[src/rtl/dac_mcp4921.sv]
// -----------------------------------------------------------------------------
// dac_mcp4921
//   SPI write master for the Microchip MCP4921 12-bit DAC. A one-cycle latch
//   strobe captures a 12-bit code. The block then shifts one 16-bit command
//   word MSB first:
//     {1'b0 (DAC A), BUF_BIT, GA_N_BIT, SHDN_N_BIT, code[11:0]}
//   SCK idles low. The DAC samples SDI on each SCK rising edge.
//   A frame is SETUP, 16 x (HIGH, LOW), then GAP. Each phase lasts CLK_DIV
//   system clocks. A strobe that arrives while busy is parked in a one-deep
//   pending buffer, and the last strobe wins. That pending value is sent
//   back-to-back as soon as the GAP phase ends.
//
// Parameters
//   CLK_DIV    : system clocks per SCK half-period (legal 2..255)
//   BUF_BIT    : command bit 14, VREF input buffer enable
//   GA_N_BIT   : command bit 13, 1 = gain x1
//   SHDN_N_BIT : command bit 12, 1 = output active
//
// Ports
//   clk      in   system clock (50 MHz), rising edge
//   reset    in   synchronous active-high reset; aborts any frame
//   latch    in   start request, sampled every clk edge
//   value    in   12-bit DAC code, captured when latch=1
//   cs_dac   out  chip select, active low
//   clk_dac  out  SCK, idle low
//   sdo_dac  out  serial data to the DAC SDI pin
//   ldac_dac out  LDAC, active low
//   busy     out  high from the frame start until the end of its GAP
//
// Build option
//   DAC_MCP4921_LDAC_EN : when defined, ldac_dac idles high and pulses low
//                         during the last max(CLK_DIV/2,1) cycles of GAP.
//                         When undefined, ldac_dac is held at 0. In that case
//                         the DAC updates on the CS rising edge.
// -----------------------------------------------------------------------------
module dac_mcp4921 #(
  parameter int CLK_DIV    = 25,
  parameter bit BUF_BIT    = 1'b0,
  parameter bit GA_N_BIT   = 1'b1,
  parameter bit SHDN_N_BIT = 1'b1
) (
  input  logic        clk,
  input  logic        reset,
  input  logic        latch,
  input  logic [11:0] value,
  output logic        cs_dac,
  output logic        clk_dac,
  output logic        sdo_dac,
  output logic        ldac_dac,
  output logic        busy
);

  typedef enum logic [2:0] {
    ST_IDLE  = 3'd0,
    ST_SETUP = 3'd1,
    ST_HIGH  = 3'd2,
    ST_LOW   = 3'd3,
    ST_GAP   = 3'd4
  } state_t;

  // Last count value of each phase: the "tick".
  localparam logic [7:0] DIV_LAST   = 8'(CLK_DIV - 1);
  localparam logic [4:0] FRAME_BITS = 5'd16;

`ifdef DAC_MCP4921_LDAC_EN
  localparam int         LDAC_LEN  = ((CLK_DIV / 2) < 1) ? 1 : (CLK_DIV / 2);
  // ldac_dac is registered. It is therefore pulled low one count early, so
  // that it is low for exactly LDAC_LEN cycles at the end of GAP.
  localparam logic [7:0] LDAC_ARM  = 8'(CLK_DIV - LDAC_LEN - 1);
  localparam logic       LDAC_IDLE = 1'b1;
`else
  localparam logic       LDAC_IDLE = 1'b0;
`endif

  // Builds the 16-bit MCP4921 command from a 12-bit code. Bit 15 = 0 selects DAC A.
  function automatic logic [15:0] cmd_word(input logic [11:0] code);
    cmd_word = {1'b0, BUF_BIT, GA_N_BIT, SHDN_N_BIT, code};
  endfunction

  state_t      r_state;
  logic [7:0]  r_cnt;
  logic [4:0]  r_bit_cnt;
  logic [15:0] r_shift;
  logic        r_pend;
  logic [11:0] r_pend_val;
  logic        r_cs;
  logic        r_sck;
  logic        r_sdo;
  logic        r_ldac;
  logic        r_busy;

  logic        w_tick;
  logic [15:0] w_new_word;
  logic [11:0] w_gap_code;
  logic [15:0] w_gap_word;

  assign w_tick     = (r_cnt == DIV_LAST);
  assign w_new_word = cmd_word(value);
  // At the final GAP tick, a strobe in that same cycle is the most recent
  // request. It therefore wins over the parked value.
  assign w_gap_code = latch ? value : r_pend_val;
  assign w_gap_word = cmd_word(w_gap_code);

  // Frame sequencer: phase divider, shift register, pending buffer and all pin registers.
  always_ff @(posedge clk) begin
    if (reset) begin
      r_state    <= ST_IDLE;
      r_cnt      <= 8'd0;
      r_bit_cnt  <= 5'd0;
      r_shift    <= 16'd0;
      r_pend     <= 1'b0;
      r_pend_val <= 12'd0;
      r_cs       <= 1'b1;
      r_sck      <= 1'b0;
      r_sdo      <= 1'b0;
      r_ldac     <= LDAC_IDLE;
      r_busy     <= 1'b0;
    end else begin
      // Any strobe while a frame is running is parked, and the last one wins.
      // The final GAP tick below consumes the pending value and overrides this.
      if (latch && (r_state != ST_IDLE)) begin
        r_pend     <= 1'b1;
        r_pend_val <= value;
      end

      case (r_state)
        ST_IDLE: begin
          r_cnt <= 8'd0;
          if (latch) begin
            r_state   <= ST_SETUP;
            r_shift   <= {w_new_word[14:0], 1'b0};
            r_sdo     <= w_new_word[15];
            r_bit_cnt <= 5'd0;
            r_cs      <= 1'b0;
            r_sck     <= 1'b0;
            r_busy    <= 1'b1;
          end else begin
            r_cs   <= 1'b1;
            r_busy <= 1'b0;
          end
        end

        ST_SETUP: begin
          if (w_tick) begin
            r_state <= ST_HIGH;
            r_cnt   <= 8'd0;
            r_sck   <= 1'b1;
          end else begin
            r_cnt <= r_cnt + 8'd1;
          end
        end

        ST_HIGH: begin
          if (w_tick) begin
            r_state   <= ST_LOW;
            r_cnt     <= 8'd0;
            r_sck     <= 1'b0;
            // Present the next bit on the falling edge. Zeros were shifted in
            // behind the word, so SDO reads 0 once bit 0 has been sampled.
            r_sdo     <= r_shift[15];
            r_shift   <= {r_shift[14:0], 1'b0};
            r_bit_cnt <= r_bit_cnt + 5'd1;
          end else begin
            r_cnt <= r_cnt + 8'd1;
          end
        end

        ST_LOW: begin
          if (w_tick) begin
            r_cnt <= 8'd0;
            if (r_bit_cnt == FRAME_BITS) begin
              r_state <= ST_GAP;
              r_cs    <= 1'b1;
              r_sdo   <= 1'b0;
            end else begin
              r_state <= ST_HIGH;
              r_sck   <= 1'b1;
            end
          end else begin
            r_cnt <= r_cnt + 8'd1;
          end
        end

        ST_GAP: begin
          if (w_tick) begin
            r_cnt  <= 8'd0;
            r_ldac <= LDAC_IDLE;
            r_pend <= 1'b0;
            if (latch || r_pend) begin
              r_state   <= ST_SETUP;
              r_shift   <= {w_gap_word[14:0], 1'b0};
              r_sdo     <= w_gap_word[15];
              r_bit_cnt <= 5'd0;
              r_cs      <= 1'b0;
            end else begin
              r_state <= ST_IDLE;
              r_busy  <= 1'b0;
            end
          end else begin
            r_cnt <= r_cnt + 8'd1;
`ifdef DAC_MCP4921_LDAC_EN
            if (r_cnt >= LDAC_ARM) begin
              r_ldac <= 1'b0;
            end else begin
              r_ldac <= 1'b1;
            end
`endif
          end
        end

        default: begin
          // An illegal state encoding returns to a quiet, deselected idle.
          r_state   <= ST_IDLE;
          r_cnt     <= 8'd0;
          r_bit_cnt <= 5'd0;
          r_pend    <= 1'b0;
          r_cs      <= 1'b1;
          r_sck     <= 1'b0;
          r_sdo     <= 1'b0;
          r_ldac    <= LDAC_IDLE;
          r_busy    <= 1'b0;
        end
      endcase
    end
  end

  assign cs_dac   = r_cs;
  assign clk_dac  = r_sck;
  assign sdo_dac  = r_sdo;
  assign ldac_dac = r_ldac;
  assign busy     = r_busy;

endmodule

[config.mk]
export PLATFORM = sky130hd
export DESIGN_NAME = dac_mcp4921
export DESIGN_NICKNAME = d
export VERILOG_FILES = /design/src/rtl/dac_mcp4921.sv
export SDC_FILE = /design/constraint.sdc
export NUM_CORES = 1
export LEC_CHECK = 0
export CORE_ASPECT_RATIO = 1.75
export CORE_UTILIZATION = 42
export CTS_BUF_LIST = sky130_fd_sc_hd__clkbuf_8 sky130_fd_sc_hd__clkbuf_16
export DETAILED_ROUTE_END_ITERATION = 16
export GPL_TIMING_DRIVEN = 0
export PLACE_DENSITY = 0.65
export SLEW_MARGIN = 30
export SYNTH_ARGS = -nofsm -noshare
export SYNTH_HDL_FRONTEND = slang
export SYNTH_SLANG_ARGS = --single-unit
export TNS_END_PERCENT = 10
[constraint.sdc]
create_clock -name clk -period 2.25 [get_ports clk]
set_input_delay 0.3375 -clock clk [delete_from_list [all_inputs] [get_ports clk]]
set_output_delay 0.3375 -clock clk [all_outputs]
set_load 0.01 [all_outputs]
==> reports/metrics.yaml <==
status: "completed"
p_per_area_mw_per_mm2: 624
synth_compound_area_share_pct: 30.0
final_nets: 324
grt_usage_pct: 20.3
yosys.area_share.simple_pct: 18.7
stdcell_count: 382
leakage_nw: 0.997
hp-class: "in -> reg"
cp.depth: 9
cts_tree: "built"
fillerInstances: 559
gp_congestion: 0.792
synth_edf_count: 0
synth_area_per_cell_um2: 8.59
clk_pin_slew_ns: 0.09
drv_cap: 0
clock_skew_ns: 0.0106
max_slew_margin_pct: 53.8
max_stage_delay_ns: 0.36
path_max_fanout: 10
chipWidth_um: 59.4
grt_pass1_vias: 2039
hpwl_um: 4370
required_ns: 2.42
muxShareOfSynthArea_pct: 0.413
die_h_um: 102
cts_hold_buf: 0
wire_per_inst_um: 15.1
synth_top_family_by_area: "compound AO/OA/AOI/OAI gates"
syn_inst: 282
routed_via_density: 5.55
startpoint_type: "flip-flop"
post_cts_resized: 0
grt_start_max_net_pins: 17
final-setup-viol-count: 0
reg2reg_depth: 9
fin_setup_tns_ns: 0
dr.first_iter.drc_count: 58
yosys_warnings: 0
synthAdderAreaFrac_pct: 2.07
core-area_mm2: 0.00554
grt_pass1_wl_um: 9400
synth_xor_area_share_pct: 2.53
yosysSeqAreaShare_pct: 39.7
ant_nets: 0
start_util_pct: 43.7
drt_wl_total_um: 5780
crit_end: "r_shift[5]"
cp_slowest_cell: "dfxtp_1"
worstPathCellList: "inv_1 > ha_1 > nor4bb_1 > buf_2 > and3_1 > buf_4 > a21o_2 > buf_6 > a211oi_2"
syn-cell-area_mm2: 0.00242
fmax_ghz: 0.499
crit_buf_inv: 4
cts_sinks: 48
rr_startpoint: "r_cnt[0]"
ys_types: 48
pin_count: 20
async_flop_share_pct: 0
yosys_register_bits: 48
setup_ws_ns: 0.244
layout-drive-gt1-share_pct: 11.1
endpoint_kind: "flip-flop"
fin_crit_sh_pct: 89.1
port_buffers: 16
crit_family: "buffers and inverters"
synth_nets: 301
crit_start: "r_cnt[0]"
critical_path_arrival_ns: 2.17
htree_levels: 2
clock_latency_ns: 0.31
finalMaxSlewViolations: 0
antenna_cells: 0
numCtsBuffers: 5
drt_pass1_iterations: 4
rows: 36
vias: 2121
r2r-end: "r_shift[5]"
clock_path_buffers: 2
place_ws_ns: 0.226
ys.flop_type: "dfxtp_1"
drcViolationCount: 0
hold_viol: 0
grt_setup_unrepaired: "no"
synthToLayoutAreaGrowth_pct: 15.3
antenna_found_initial: 0
die_area_mm2: 0.00608
tightest_slew_ns: 0.693
dp_cells: 374
r2r_slack_ns: 0.24
critPathKind: "reg -> reg"
cts_root_buffer: "clkbuf_8"
cts_setup_buffers: 0
irDropWorstVdd_uv: 345
overflow: 0
min_period_ns: 2.01
## placed cells by master (no fill, tap or decap), drive strengths merged, types with 4 or more instances in the layout
| cell type | netlist | final |
|---|---|---|
| a31oi | 4 | 4 |
| o21ai | 4 | 4 |
| and3 | 5 | 5 |
| ha | 4 | 4 |
| xor2 | 5 | 5 |
| nor2 | 18 | 18 |
| a22o | 11 | 11 |
| buf | 12 | 12 |
| nor3 | 7 | 7 |
| nand3 | 8 | 8 |
| dfxtp | 48 | 48 |
| clkbuf | 9 | 14 |
| nand3b | 4 | 4 |
| nand2 | 31 | 31 |
| clkdlybuf4s50 | 0 | 16 |
| inv | 12 | 13 |
| a211oi | 28 | 28 |
| a21oi | 34 | 34 |
## worst min path at each step
stage / startpoint / end / slack [ns] / cells past startpoint
floorplan: r_pend_val[10] / r_pend_val[10] / 0.44 / 2
global placement: clk_dac / clk_dac / 0.44 / 2
detailed placement: r_pend_val[3] / r_pend_val[3] / 0.45 / 2
CTS: latch / busy / 0.39 / 3
global route: latch / busy / 0.41 / 3
finish: latch / busy / 0.39 / 3
## area by class of cell
class	instances	area (µm²)	share of cell area [%]
Inverter	12	45.0	1.61
Clock inverter	3	46.3	1.66
Buffer	21	110	3.94
Clock buffer	5	68.8	2.47
Multi-Input combinational cell	201	1310	46.8
Sequential cell	48	961	34.4
Tap cell	76	95.1	3.41
Timing Repair Buffer	16	160	5.74
## flip-flops by register name (all words and copies together), names as in the netlist
name        flops
clk_dac         1
busy            1
r_pend          1
r_state         3
cs_dac          1
r_pend_val     12
r_shift        15
sdo_dac         1
r_cnt           8
r_bit_cnt       5
## power breakdown
part | total (mW) | switching, mW | leakage (nW) | internal [mW]
clock network | 0.640 | 0.305 | 0.0548 | 0.335
registers | 0.912 | 0.0247 | 0.392 | 0.887
logic | 0.189 | 0.104 | 0.550 | 0.0851
## stage by stage
stage               util [%]  power (mW)  cell area, µm²  hold slack, ns
finish                  50.4        1.74            2790           0.395
global route            50.4        1.82            2790           0.413
CTS                     50.4        1.77            2790           0.386
detailed placement      48.3        1.12            2680           0.452
global placement        48.3        1.12            2680           0.438
floorplan                  -        1.06            2420           0.436
## per-layer routing
metal | wire length, µm | part of all wire (%) | GRT usage (%)
met5 | 0 | 0 | 0
met3 | 116 | 2.0 | 3.04
met1 | 2250 | 39 | 19.5
met2 | 3330 | 58 | 40.6
met4 | 84 | 1.5 | 8.61
## tightest hold or removal path: stages
cell and delay, ns:
buf_2 0.15, nand2_1 0.09, a21oi_1 0.07
## cell usage after synthesis (2+ instances only)
master    instances  area (µm²)
o221a_1           2        22.5
o31ai_1           3        22.5
or3b_1            2        17.5
dfxtp_1          48         961
xnor2_1           2        17.5
xor2_1            5        43.8
nand3_1           8        40.0
a22o_1           11        96.3
nor4_1            2        12.5
a21oi_1          34         170
ha_1              4        50.1
nor2_1           18        67.6
buf_2             7        35.0
nand2b_1          3        18.8
a211oi_1         18         135
o21a_1            3        22.5
and3_1            5        31.3
nand2_1          31         116
clkbuf_1          9        33.8
nor3_1            7        35.0
a22oi_1           2        15.0
a211oi_2         10         125
nor4bb_1          2        20.0
o21ai_1           2        10.0
buf_6             2        22.5
nand3b_1          4        30.0
buf_4             2        15.0
inv_1            12        45.0
a31oi_1           4        25.0
nor3b_2           2        25.0
## cells by family (layout without fill, tap and decap cells)
family / count (synthesis) / count (layout)
AOI/OAI and AO/OA: 99 / 99
xor gates and xnor gates: 7 / 7
adders and majority gates: 4 / 4
buffers and inverters: 33 / 57
DFF: 48 / 48
muxes: 1 / 1
other: 1 / 1
and+or+nand+nor: 89 / 89
Note: power is estimated with default switching activity, not from simulation.
